===== config.mk =====
export PLATFORM = sky130hd
export DESIGN_NAME = a2d_arbiter
export DESIGN_NICKNAME = d
export VERILOG_FILES = /design/src/rtl/a2d_arbiter.sv
export SDC_FILE = /design/constraint.sdc
export NUM_CORES = 1
export LEC_CHECK = 0
export ABC_CLOCK_PERIOD_IN_PS = 2200
export CAP_MARGIN = 20
export CELL_PAD_IN_SITES_DETAIL_PLACEMENT = 1
export CELL_PAD_IN_SITES_GLOBAL_PLACEMENT = 2
export CORE_ASPECT_RATIO = 1.5
export CORE_MARGIN = 8
export CORE_UTILIZATION = 32
export DETAILED_ROUTE_END_ITERATION = 16
export PLACE_DENSITY = 0.86
export SLEW_MARGIN = 0
export SYNTH_ARGS = -nofsm -noshare
export SYNTH_HDL_FRONTEND = slang
export SYNTH_SLANG_ARGS = --single-unit

===== constraint.sdc =====
create_clock -name clk -period 2.2 [get_ports clk]
set_input_delay 0.22 -clock clk [delete_from_list [all_inputs] [get_ports clk]]
set_output_delay 0.22 -clock clk [all_outputs]
set_load 0.02 [all_outputs]

===== src/rtl/a2d_arbiter.sv =====
// Purpose: shares one SPI A2D front end between the motion controller (m_) and an aux requester (a_).
// Latency: request pulse at N -> strt_cnv at N+2; cnv_cmplt at M -> x_cnv_cmplt/x_res at M+1.
// Backpressure: one queued request per requester; a pulse while that requester is pending is dropped.
//
// Ports:
//   clk, rst_n                      clock, async active-low reset
//   m_strt_cnv, m_chnnl             motion request pulse + channel
//   m_cnv_cmplt, m_res              motion completion pulse + held result
//   a_strt_cnv, a_chnnl             aux request pulse + channel
//   a_cnv_cmplt, a_res              aux completion pulse + held result
//   strt_cnv, chnnl                 start pulse + channel to the A2D interface
//   cnv_cmplt, A2D_res              conversion done + result from the A2D interface
//   busy, timeout_err               ISSUE/WAIT indicator, sticky watchdog flag
// Build option: define ARB_RR_EN for round-robin arbitration; otherwise fixed
// priority (motion first) with a starvation guard of STARVE_MAX motion grants.
module a2d_arbiter #(
  parameter int TIMEOUT_CYC = 4095,
  parameter int STARVE_MAX  = 4
) (
  input  logic        clk,
  input  logic        rst_n,
  input  logic        m_strt_cnv,
  input  logic [2:0]  m_chnnl,
  output logic        m_cnv_cmplt,
  output logic [11:0] m_res,
  input  logic        a_strt_cnv,
  input  logic [2:0]  a_chnnl,
  output logic        a_cnv_cmplt,
  output logic [11:0] a_res,
  output logic        strt_cnv,
  output logic [2:0]  chnnl,
  input  logic        cnv_cmplt,
  input  logic [11:0] A2D_res,
  output logic        busy,
  output logic        timeout_err
);

  typedef enum logic [1:0] {IDLE, ISSUE, WAIT, RESP} state_t;

  state_t      state, state_nxt;
  logic        m_pend, a_pend;
  logic [2:0]  m_ch, a_ch;
  logic        gnt;            // 0 = motion owns the converter, 1 = aux
  logic [11:0] wd_cnt;
  logic        grant_fire, grant_aux, done_ok, done_to;

`ifdef ARB_RR_EN
  logic last_gnt;
`else
  localparam int SW = $clog2(STARVE_MAX + 2);
  logic [SW-1:0] starve_cnt;
`endif

  // Winner if a grant is made this cycle.
  always_comb begin
`ifdef ARB_RR_EN
    // On a tie the requester that did not win last time goes next.
    grant_aux = a_pend && (!m_pend || !last_gnt);
`else
    grant_aux = a_pend && (!m_pend || (starve_cnt == SW'(STARVE_MAX)));
`endif
  end

  always_ff @(posedge clk or negedge rst_n) begin
    if (!rst_n) state <= IDLE;
    else        state <= state_nxt;
  end

  always_comb begin
    state_nxt  = state;
    grant_fire = 1'b0;
    done_ok    = 1'b0;
    done_to    = 1'b0;
    case (state)
      IDLE: begin
        if (m_pend || a_pend) begin
          grant_fire = 1'b1;
          state_nxt  = ISSUE;
        end
      end
      ISSUE: state_nxt = WAIT;
      WAIT: begin
        // A completion in the same cycle as the timeout takes precedence.
        if (cnv_cmplt) begin
          done_ok   = 1'b1;
          state_nxt = RESP;
        end else if (wd_cnt == 12'(TIMEOUT_CYC)) begin
          done_to   = 1'b1;
          state_nxt = RESP;
        end
      end
      RESP:    state_nxt = IDLE;
      default: state_nxt = IDLE;
    endcase
  end

  // Pulses decoded from the registered state are one cycle wide by construction.
  assign strt_cnv    = (state == ISSUE);
  assign busy        = (state == ISSUE) || (state == WAIT);
  assign m_cnv_cmplt = (state == RESP) && !gnt;
  assign a_cnv_cmplt = (state == RESP) && gnt;

  // Depth-1 request queues. The pending flag clears at grant, so a requester
  // can queue its next request while the current one is still in service.
  always_ff @(posedge clk or negedge rst_n) begin
    if (!rst_n) begin
      m_pend <= 1'b0;
      a_pend <= 1'b0;
      m_ch   <= 3'd0;
      a_ch   <= 3'd0;
    end else begin
      if (grant_fire && !grant_aux) m_pend <= 1'b0;
      if (grant_fire && grant_aux)  a_pend <= 1'b0;
      if (m_strt_cnv && !m_pend) begin
        m_pend <= 1'b1;
        m_ch   <= m_chnnl;
      end
      if (a_strt_cnv && !a_pend) begin
        a_pend <= 1'b1;
        a_ch   <= a_chnnl;
      end
    end
  end

  // Fairness bookkeeping.
  always_ff @(posedge clk or negedge rst_n) begin
    if (!rst_n) begin
`ifdef ARB_RR_EN
      last_gnt <= 1'b1;
`else
      starve_cnt <= '0;
`endif
    end else if (grant_fire) begin
`ifdef ARB_RR_EN
      last_gnt <= grant_aux;
`else
      if (grant_aux)   starve_cnt <= '0;
      else if (a_pend) starve_cnt <= starve_cnt + SW'(1);
`endif
    end
  end

  // Grant, channel, watchdog and result datapath.
  always_ff @(posedge clk or negedge rst_n) begin
    if (!rst_n) begin
      gnt         <= 1'b0;
      chnnl       <= 3'd0;
      wd_cnt      <= 12'd0;
      m_res       <= 12'h000;
      a_res       <= 12'h000;
      timeout_err <= 1'b0;
    end else begin
      if (grant_fire) begin
        gnt   <= grant_aux;
        chnnl <= grant_aux ? a_ch : m_ch;
      end
      if (state == ISSUE)     wd_cnt <= 12'd0;
      else if (state == WAIT) wd_cnt <= wd_cnt + 12'd1;
      // An aborted conversion hands the owner a zero result.
      if (done_ok || done_to) begin
        if (gnt) a_res <= done_ok ? A2D_res : 12'h000;
        else     m_res <= done_ok ? A2D_res : 12'h000;
      end
      if (done_to) timeout_err <= 1'b1;
    end
  end

endmodule


### Yosys cells after proc, flatten, opt, wreduce, memory -nomap -nowiden

Cells that the tools add are included.

| storage, ports and cells | value |
|---|---|
| RAM bits | 0 |
| bits in latches | 0 |
| input port bits | 23 |
| memories | 0 |
| bits in registers | 54 |
| memory bits (read-only) | 0 |
| output and inout port bits | 32 |

| cells by class | value |
|---|---|
| $add $sub $neg | 2 |
| divide/modulo/power cells | 0 |
| reductions and logical operators | 24 |
| equal/unequal tests | 7 |
| magnitude comparators | 0 |
| multiply operators | 0 |
| shifts and indexed selects | 0 |
| multiplexer cells | 21 |
| bitwise operators | 1 |

Operators with widths:

| kind | number |
|---|---|
| 12-bit two-way mux | 3 |
| 12-bit by 1-bit adder with 12-bit output, second input constant | 1 |
| 12-bit == test, second input constant | 1 |
| 1-bit two-way mux | 11 |
| 3-bit two-way mux | 3 |
| 2-bit one-hot mux with 4 select lines | 1 |
| 2-bit AND reduction | 4 |
| 2-bit nonzero test | 4 |
| 1-bit logical AND | 7 |
| 2-bit two-way mux | 3 |
| 2-bit == test, second input constant | 2 |
| 1-bit logical NOT | 4 |
| 1-bit logical OR | 4 |
| 3-bit by 1-bit adder with 3-bit output, second input constant | 1 |
| 3-bit == test, second input constant | 1 |
| 3-bit inequality test, second input constant | 1 |
| 2-bit by 1-bit == test with 1-bit output, second input constant | 1 |
| 2-bit logical NOT | 1 |
| 2-bit inequality test, second input constant | 1 |
| 1-bit NOT | 1 |

### Depth between registers and ports, before layout

Gate-level depths: netlist (run 1).

| depth | value |
|---|---|
| word-level depth | 7 |
| gate-level depth with buffers | 7 |

### Worst setup path before layout (run 1)

OpenSTA, ideal clock, no wires.

| timing | value |
|---|---|
| kind | register to register |
| start point | register state[0] |
| end point | register wd_cnt[11] |
| slack | 0.289 ns |
| data arrival time | 1.791 ns |
| stages on the path, launching flop included | 8 |
| clock period less this slack | 1.911 ns |
| library setup time | 0.120 ns |
| cells stage by stage | dfrtp_1 inv_1 ha_1 clkbuf_1 nand2_1 nor4_1 a21oi_1 a31o_2 |

| on the way | value |
|---|---|
| longest elaborated chain between the ends | 2 |
| elaborated cells on any way between the ends | 4 |
| those cells by class | eq/ne: 2; mux: 1; reduce/logical: 1 |

RTL lines:

| element | RTL line | text |
|---|---|---|
| start, declared | 40 | `state_t state, state_nxt;` |
| start signal, assigned | 66 | `else state <= state_nxt;` |
| 2-bit by 1-bit == test with 1-bit output or 2-bit == test (tied branches) | 157, 158 |  |
| 12-bit two-way mux or 2-bit nonzero test (tied branches) | n/a |  |
| end signal, assigned | 158 | `else if (state == WAIT) wd_cnt <= wd_cnt + 12'd1;` |
| end, declared | 44 | `logic [11:0] wd_cnt;` |

Parallel ways exist; a longest one is shown, timed or not.
A chain may end at the register's enable or synchronous reset.

### Worst setup path in the final report (run 1)

| timing | value |
|---|---|
| start point | register state[1] |
| end point | output strt_cnv |

| on the way | value |
|---|---|
| longest elaborated chain between the ends | 1 |

RTL lines:

| element | RTL line | text |
|---|---|---|
| 2-bit by 1-bit == test with 1-bit output | 98 | `assign strt_cnv = (state == ISSUE);` |
| end, declared | 30 | `output logic strt_cnv,` |

Every way passes these cells.

==> metrics.log, run 1 <==
[metrics] result of the run: finished, final reports clean
[metrics] number of top-level pins: 55
[metrics] clock insertion delay at the later pin of the skew report: just over 0.3 ns
[metrics] crit share post-route: between 90% and 100%
[metrics] Total Routing Usage GR: 12.3%
[metrics] starting density of the core: 32.7%
[metrics] part of the power in registers: 39.3%
[metrics] P per Cell Area: roughly 1400 nW/um^2
[metrics] Mean Syn Cell Area: around 12 sq um
[metrics] post-detailed-placement cell area: roughly 3000 sq um
[metrics] warnings from Yosys: 0
[metrics] EDFF count, synth: 0
[metrics] post-synthesis cell area: around 2300 sq um
[metrics] cell-internal power: between 0.002 and 0.003 W
[metrics] minimum clock period: about 2 ns
[metrics] sum of negative setup slack: 0 ns
[metrics] unrepaired setup endpoints after global routing: no
[metrics] router iterations before antenna repair: 5
[metrics] mean number of vias per cell: 4.94
[metrics] die area: around 10,000 sq um
[metrics] Data required, critical path: between 1.5 and 2 ns
[metrics] share of cells above drive strength 1: 9.77%
[metrics] HPWL after detailed placement: roughly 4600 um
[metrics] timing-limited maximum frequency: roughly 500 MHz
[metrics] Rel. slew slack: around three fifths
[metrics] maximum number of pins on one net before global-route repair: 32
[metrics] net count after synthesis: 229
[metrics] port bufs: between 50 and 60
[metrics] remaining antenna violation count: 0
[metrics] clock edge transition at the registers on the reported setup and hold paths: around 0.1 ns
[metrics] net switching share of the total power: roughly two fifths
[metrics] startpoint-to-endpoint class of the critical path: flip-flop to primary output
[metrics] root buf cell: clkbuf_8
[metrics] core outline area: a little over 7000 sq um
[metrics] number of cells traversed by the worst register-to-register path: 5
[metrics] maximum fanout along the worst path: 6
[metrics] routed wire length per instance: roughly 17 um
[metrics] initial antenna violation count: 0
[metrics] Post CTS Setup Buffer Count: 0
[metrics] library cells used by synthesis: 35
[metrics] via count: ~1,800
[metrics] worst IR drop on VDD: 0.000493 V
[metrics] number of nets in the layout: ~290
[metrics] category of the worst setup path capture point: primary output
[metrics] final routed DRC violation total: 0
[metrics] Clk pwr share: 13.5%
[metrics] row cnt: 38
[metrics] combinational group share of total power: between 40 and 50%
[metrics] max-cap viol count: 0
[metrics] Pins Over Slew Limit: 0
[metrics] most used cells in the layout excluding fill and tap cells: dfrtp_1 (54), clkdlybuf4s50_1 (52), a22o_1 (24), nor2_1 (15)
[metrics] Setup crit start kind: flip-flop
[metrics] area added between synthesis and finish: 32.3%
[metrics] Worst Path Arrival: 1.78 ns
[metrics] Worst Clk Skew: 0.0128 ns
[metrics] placement-stage worst setup slack: 0.246 ns
[metrics] n_diodes: 0
[metrics] Max H-tree Level: 2
[metrics] Leak Pwr: between 1 and 1.5 nW
[metrics] transition at the pin with the smallest max-transition slack: ~0.63 ns
[metrics] CTS sink count: 54
[metrics] violation count after the first detailed-route iteration: between 80 and 90
[metrics] remaining global-route overflow: 0
[metrics] share of synthesized area occupied by flip-flops and latches: about 58%
[metrics] power dissipated by switching net loads: around 0.0017 W
[metrics] Die Wd: around 86 um
[metrics] type of the most critical hold path: input port to asynchronous set/reset pin
[metrics] Final Hold Fails: 0
[metrics] total power after layout: between 0.004 and 0.005 W
[metrics] DIE HEIGHT: roughly 120 um
[metrics] number of buffers inserted during clock tree synthesis: 5
[metrics] flip-flop cell with the highest count after synthesis: dfrtp_1
[metrics] Mapped Cells: about 200
[metrics] vias in the first global route: 1,882
[metrics] TritonCTS clock tree: done
[metrics] most common cell after layout, fill and taps aside: dfrtp_1
[metrics] fin worst setup slack: just over 0.2 ns
[metrics] global-route wire length before repair: 10,000 um
[metrics] number of buffers on the longest clock path: 2
[metrics] final setup violation count: 0
[metrics] share of flip-flops with an asynchronous set or reset: 100%
[metrics] routability cong.: between 0.7 and 0.8
[metrics] final wirelength: between 5000 and 6000 um
[metrics] final instance area: around 3100 sq um
[metrics] post-synthesis sequential element count: between 50 and 60
[layer usage]
layer  part of all wire, %  vias to the layer above  track usage, %
met5                     0                        -               0
met4                   2.9                        0            6.72
met3                   2.4                        9            2.17
met2                    54                       28            22.0
met1                    40                      894            13.3
li1                      -                      828               -
[registers in the layout, indices dropped and copies added (netlist names)]
register / flops
timeout_err: 1
m_pend: 1
a_ch: 3
state: 2
chnnl: 3
m_ch: 3
wd_cnt: 12
m_res: 12
a_res: 12
a_pend: 1
gnt: 1
starve_cnt: 3
[what timing repair did]
item | in CTS | in global routing
hold buffers | 1 | 0
setup endpoints to repair | 1 | 1
endpoints found under the hold margin | 23 | 0
resized for setup | 1 | 1
[synth_stat cells (all sizes together) (2+ instances only)]
| cell | number | area [sq um] |
|---|---|---|
| nand4 | 3 | 18.8 |
| mux2 | 8 | 90.1 |
| clkbuf | 4 | 15.0 |
| nand3 | 6 | 35.0 |
| and3 | 4 | 25.0 |
| o22ai | 2 | 12.5 |
| ha | 8 | 100 |
| nand2 | 12 | 45.0 |
| nor2 | 15 | 56.3 |
| a22o | 24 | 210 |
| nor4 | 3 | 33.8 |
| buf | 2 | 22.5 |
| a21oi | 4 | 20.0 |
| a31o | 2 | 17.5 |
| o211ai | 2 | 25.0 |
| inv | 12 | 45.0 |
| and2 | 2 | 12.5 |
| o21ai | 8 | 40.0 |
| xnor2 | 4 | 35.0 |
| a222oi | 3 | 30.0 |
| nor2b | 3 | 18.8 |
| dfrtp | 54 | 1350 |
| xor2 | 2 | 17.5 |
| nor3 | 3 | 15.0 |
[through the flow]
stage / util, % / std cells / hold WS [ns]
6_report: 43.3 / 356 / 0.428
4_1_cts: 43.2 / 356 / 0.436
3_3_place_gp: 41.7 / 347 / 0.247
5_1_grt: 43.3 / 356 / 0.490
3_5_place_dp: 41.7 / 347 / 0.249
2_1_floorplan: - / 198 / -0.0756
[logic make-up after synthesis]
kind of cell    Yosys count  share of synthesized area, %
compound gates           49                          16.4
buf+inv                  18                          3.52
fa+ha+maj                 8                          4.26
xor+xnor                  6                          2.24
mux                       8                          3.84
simple gates             55                          12.3
flops                    54                          57.5
[path summary, 6_finish.rpt]
path,from,endpoint,slack [ns]
setup / recovery,state[1],strt_cnv,0.20
max in group asynchronous,rst_n,gnt,1.20
setup reg to reg,wd_cnt[0],a_res[6],0.36
hold / removal,rst_n,m_res[1],0.43
hold reg to reg,timeout_err,timeout_err,0.49
min in group clk,a_strt_cnv,a_pend,0.48
[power by group through the flow]
stage	sequential (W)	clock [W]	combinational, W
floorplan	0.00194	0	0.000972
global placement	0.00172	0	0.00204
detailed placement	0.00173	0	0.00210
CTS	0.00172	0.000624	0.00212
global route	0.00177	0.000658	0.00226
finish	0.00172	0.000591	0.00206
[worst max-delay path: stages, from the launching register on]
cell and delay, ns:
dfrtp_1 0.42, inv_1 0.12, ha_1 0.28, clkdlybuf4s50_1 0.65
[area by class of cell]
type	count	area (sq um)
Inverter	12	45.0
Multi-Input combinational cell	126	917
Timing Repair Buffer	56	568
Sequential cell	54	1350
Fill cell	791	4070
Clock buffer	6	82.6
Clock inverter	2	17.5
Tap cell	100	125
(Power assumes the default switching activity.)
==> inputs of run 2 (changes only) <==
--- a/config.mk
+++ b/config.mk
@@ -10,10 +10,11 @@
 export CELL_PAD_IN_SITES_DETAIL_PLACEMENT = 1
 export CELL_PAD_IN_SITES_GLOBAL_PLACEMENT = 2
 export CORE_ASPECT_RATIO = 1.5
-export CORE_MARGIN = 8
+export CORE_MARGIN = 4
 export CORE_UTILIZATION = 32
 export DETAILED_ROUTE_END_ITERATION = 16
 export PLACE_DENSITY = 0.86
+export REMOVE_ABC_BUFFERS = 1
 export SLEW_MARGIN = 0
 export SYNTH_ARGS = -nofsm -noshare
 export SYNTH_HDL_FRONTEND = slang
==> run 2 against run 1 <==
  * Total power down 0.60%
  * Sequential cell count unchanged
  * Core utilization down 0.070 points
  * Critical endpoint unchanged
==> metrics.log, run 2 (same netlist as run 1, synthesis figures left out) <==
[metrics] Clk pwr share: 13.1% (-0.4 points)
[metrics] n_diodes: 0 (unchanged)
[metrics] part of the power in registers: 39.8% (+0.5 points)
[metrics] router iterations before antenna repair: 5 (unchanged)
[metrics] row cnt: 38 (unchanged)
[metrics] DIE HEIGHT: 113 um (-6.6%)
[metrics] Worst Clk Skew: 0.0132 ns (+0.000384 ns)
[metrics] P per Cell Area: 1400 nW/um^2 (-0.44%)
[metrics] Post CTS Setup Buffer Count: 0 (unchanged)
[metrics] maximum number of pins on one net before global-route repair: 20 (-38%)
[metrics] Setup crit start: state[1]
[metrics] Setup crit start kind: flip-flop
[metrics] total power after layout: 0.00434 W (-0.60%)
[metrics] minimum clock period: 2.00 ns (-0.00166 ns)
[metrics] Rel. slew slack: 58.2% (about the same)
[metrics] routed wire length per instance: 16.1 um (-4.3%)
[metrics] number of standard cells in the layout, taps in and fillers out: 358 (+0.56%)
[metrics] Critical Path, Cell by Cell: inv_1 > ha_1 > clkdlybuf4s50_1
[metrics] number of nets in the layout: 288 (+0.70%)
[metrics] RR Endpoint: a_res[10]
[metrics] clock edge transition at the registers on the reported setup and hold paths: 0.11 ns (about the same)
[metrics] Data required, critical path: 1.98 ns (about the same)
[metrics] most used cells in the layout excluding fill and tap cells: dfrtp_1 (54), clkdlybuf4s50_1 (52), a22o_1 (24), nor2_1 (15)
[metrics] remaining antenna violation count: 0 (unchanged)
[metrics] initial antenna violation count: 0 (unchanged)
[metrics] number of top-level pins: 55 (unchanged)
[metrics] number of cells on the critical path: 3 (unchanged)
[metrics] Placed Cells incl. Taps: 349 (+0.58%)
[metrics] via count: 1,774 (+0.85%)
[metrics] sum of negative setup slack: 0 ns (unchanged)
[metrics] transition at the pin with the smallest max-transition slack: 0.626 ns (-0.000420 ns)
[metrics] largest registers ranked by flip-flop count: a_res x12, m_res x12, wd_cnt x12
[metrics] reg2reg setup slack: 0.34 ns (-0.02 ns)
[metrics] CTS sink count: 54 (unchanged)
[metrics] clock insertion delay at the later pin of the skew report: 0.31 ns (about the same)
[metrics] maximum fanout along the worst path: 6 (unchanged)
[metrics] routability cong.: 0.755 (+3.2%)
[metrics] root buf cell: clkbuf_8
[metrics] result of the run: finished, final reports clean
[metrics] final wirelength: 5770 um (-3.8%)
[metrics] core utilization of the finished layout: 43.2% (-0.070 points)
[metrics] mean number of vias per cell: 4.96 (+0.29%)
[metrics] Worst Path Arrival: 1.78 ns (about the same)
[metrics] category of the worst setup path capture point: primary output
[metrics] Leak Pwr: 1.39 nW (-0.36%)
[metrics] starting density of the core: 32.7% (unchanged)
[metrics] delay contributed by the slowest stage of the critical path: 0.65 ns (about the same)
[metrics] number of cells traversed by the worst register-to-register path: 5 (unchanged)
[metrics] cell type group with the largest total delay on the critical path: buffers and inverters
[metrics] reg-to-reg startpoint: wd_cnt[0]
[metrics] HPWL after detailed placement: 4370 um (-4.4%)
[metrics] share of cells above drive strength 1: 10.5% (+0.70 points)
[metrics] critical-path cell with the highest stage delay: clkdlybuf4s50_1
[metrics] power dissipated by switching net loads: 0.00172 W (-0.25%)
[metrics] worst IR drop on VDD: 0.000557 V (+13%)
[metrics] final routed DRC violation total: 0 (unchanged)
[metrics] port bufs: 54 (unchanged)
[metrics] area added between synthesis and finish: 32.1%
[metrics] net switching share of the total power: 39.5% (+0.14 points)
[metrics] Pins Over Slew Limit: 0 (unchanged)
[metrics] worst hold margin: 0.380 ns (-0.0486 ns)
[metrics] number of buffers on the longest clock path: 2 (unchanged)
[metrics] Die Wd: 77.9 um (-9.3%)
[metrics] vias in the first global route: 1,834 (-2.6%)
[metrics] most common cell after layout, fill and taps aside: dfrtp_1
[metrics] core outline area: 7180 sq um (unchanged)
[metrics] max-cap viol count: 0 (unchanged)
[metrics] die area: 8800 sq um (-15%)
[metrics] timing-limited maximum frequency: 501 MHz (about the same)
[metrics] remaining global-route overflow: 0 (unchanged)
[metrics] global-route wire length before repair: 9480 um (-5.6%)
[metrics] Fillers: 755 (-4.6%)
[metrics] combinational group share of total power: 47.1% (about the same)
[metrics] Total Routing Usage GR: 13.8% (+1.5 points)
[metrics] TritonCTS clock tree: done
[metrics] type of the most critical hold path: input port to asynchronous set/reset pin
[metrics] crit share post-route: 90.7% (about the same)
[metrics] unrepaired setup endpoints after global routing: no
[metrics] worst setup path end: strt_cnv
[metrics] violation count after the first detailed-route iteration: 66 (-25%)
[metrics] startpoint-to-endpoint class of the critical path: flip-flop to primary output
[metrics] final setup violation count: 0 (unchanged)
[metrics] Max H-tree Level: 2 (unchanged)
[metrics] cell-internal power: 0.00263 W (-0.83%)
[metrics] total buffers and inverters traversed by the critical path: 2 (unchanged)
[metrics] number of buffers inserted during clock tree synthesis: 5 (unchanged)
[metrics] Final Hold Fails: 0 (unchanged)
[run 2: changes by cell type in the layout (fill, tap and decap cells not counted), sizes merged]
cell      before  now
clkbuf         6    5
inv           12   13
buf            2    4
clkinvlp       0    2
clkinv         2    0
[run 2: how the worst min path moves through the flow]
stage / startpoint / endpoint / slack [ns] / cells after the start
6_report: rst_n / a_res[4] / 0.38 / 2
5_1_grt: rst_n / m_res[4] / 0.42 / 2
4_1_cts: rst_n / m_res[4] / 0.40 / 2
3_5_place_dp: rst_n / timeout_err / 0.19 / 1
3_3_place_gp: rst_n / timeout_err / 0.20 / 1
2_1_floorplan: rst_n / a_ch[0] / -0.08 / 0
[run 2: metal layers]
| metal | GRT usage (%) | vias up | wire (um) |
|---|---|---|---|
| met4 | 6.53 | 0 | 171 |
| li1 | - | 829 | - |
| met3 | 2.15 | 9 | 162 |
| met1 | 16.4 | 894 | 2320 |
| met2 | 24.2 | 42 | 3120 |
| met5 | 0 | - | 0 |
[run 2: area by class of cell]
type / count / area [sq um] / area share, %
Clock buffer: 5 / 68.8 / 2.22
Clock inverter: 3 / 23.8 / 0.766
Inverter: 12 / 45.0 / 1.45
Multi-Input combinational cell: 126 / 917 / 29.6
Sequential cell: 54 / 1350 / 43.6
Tap cell: 100 / 125 / 4.03
Timing Repair Buffer: 58 / 571 / 18.4
[run 2: worst register-to-register path, delay by kind of cell, from the launching register on]
family / cells / cell delay (ns)
DFF: 1 / 0.41
adders and majority gates: 1 / 0.23
AOI/OAI and AO/OA: 2 / 0.62
and+or+nand+nor: 2 / 0.50
[run 2: power by group through the flow]
stage	registers (W)	logic (W)	clock network, W
CTS	0.00173	0.00209	0.000591
detailed placement	0.00175	0.00206	0
global route	0.00180	0.00222	0.000638
finish	0.00173	0.00205	0.000567
floorplan	0.00194	0.000937	0
global placement	0.00174	0.00202	0
[run 2: stage by stage]
stage | cell area [sq um] | setup slack (ns)
final | 3100 | 0.204
after detailed placement | 2990 | 0.241
after floorplan | 2310 | 0.425
after global placement | 2990 | 0.242
after CTS | 3100 | 0.0201
after global routing | 3100 | 0.104
[run 2: timing repair]
item / in CTS / in global routing
resized for setup: 1 / 1
hold endpoints to repair: 17 / 0
hold buffers: 1 / 0
endpoints found under the setup margin: 1 / 1
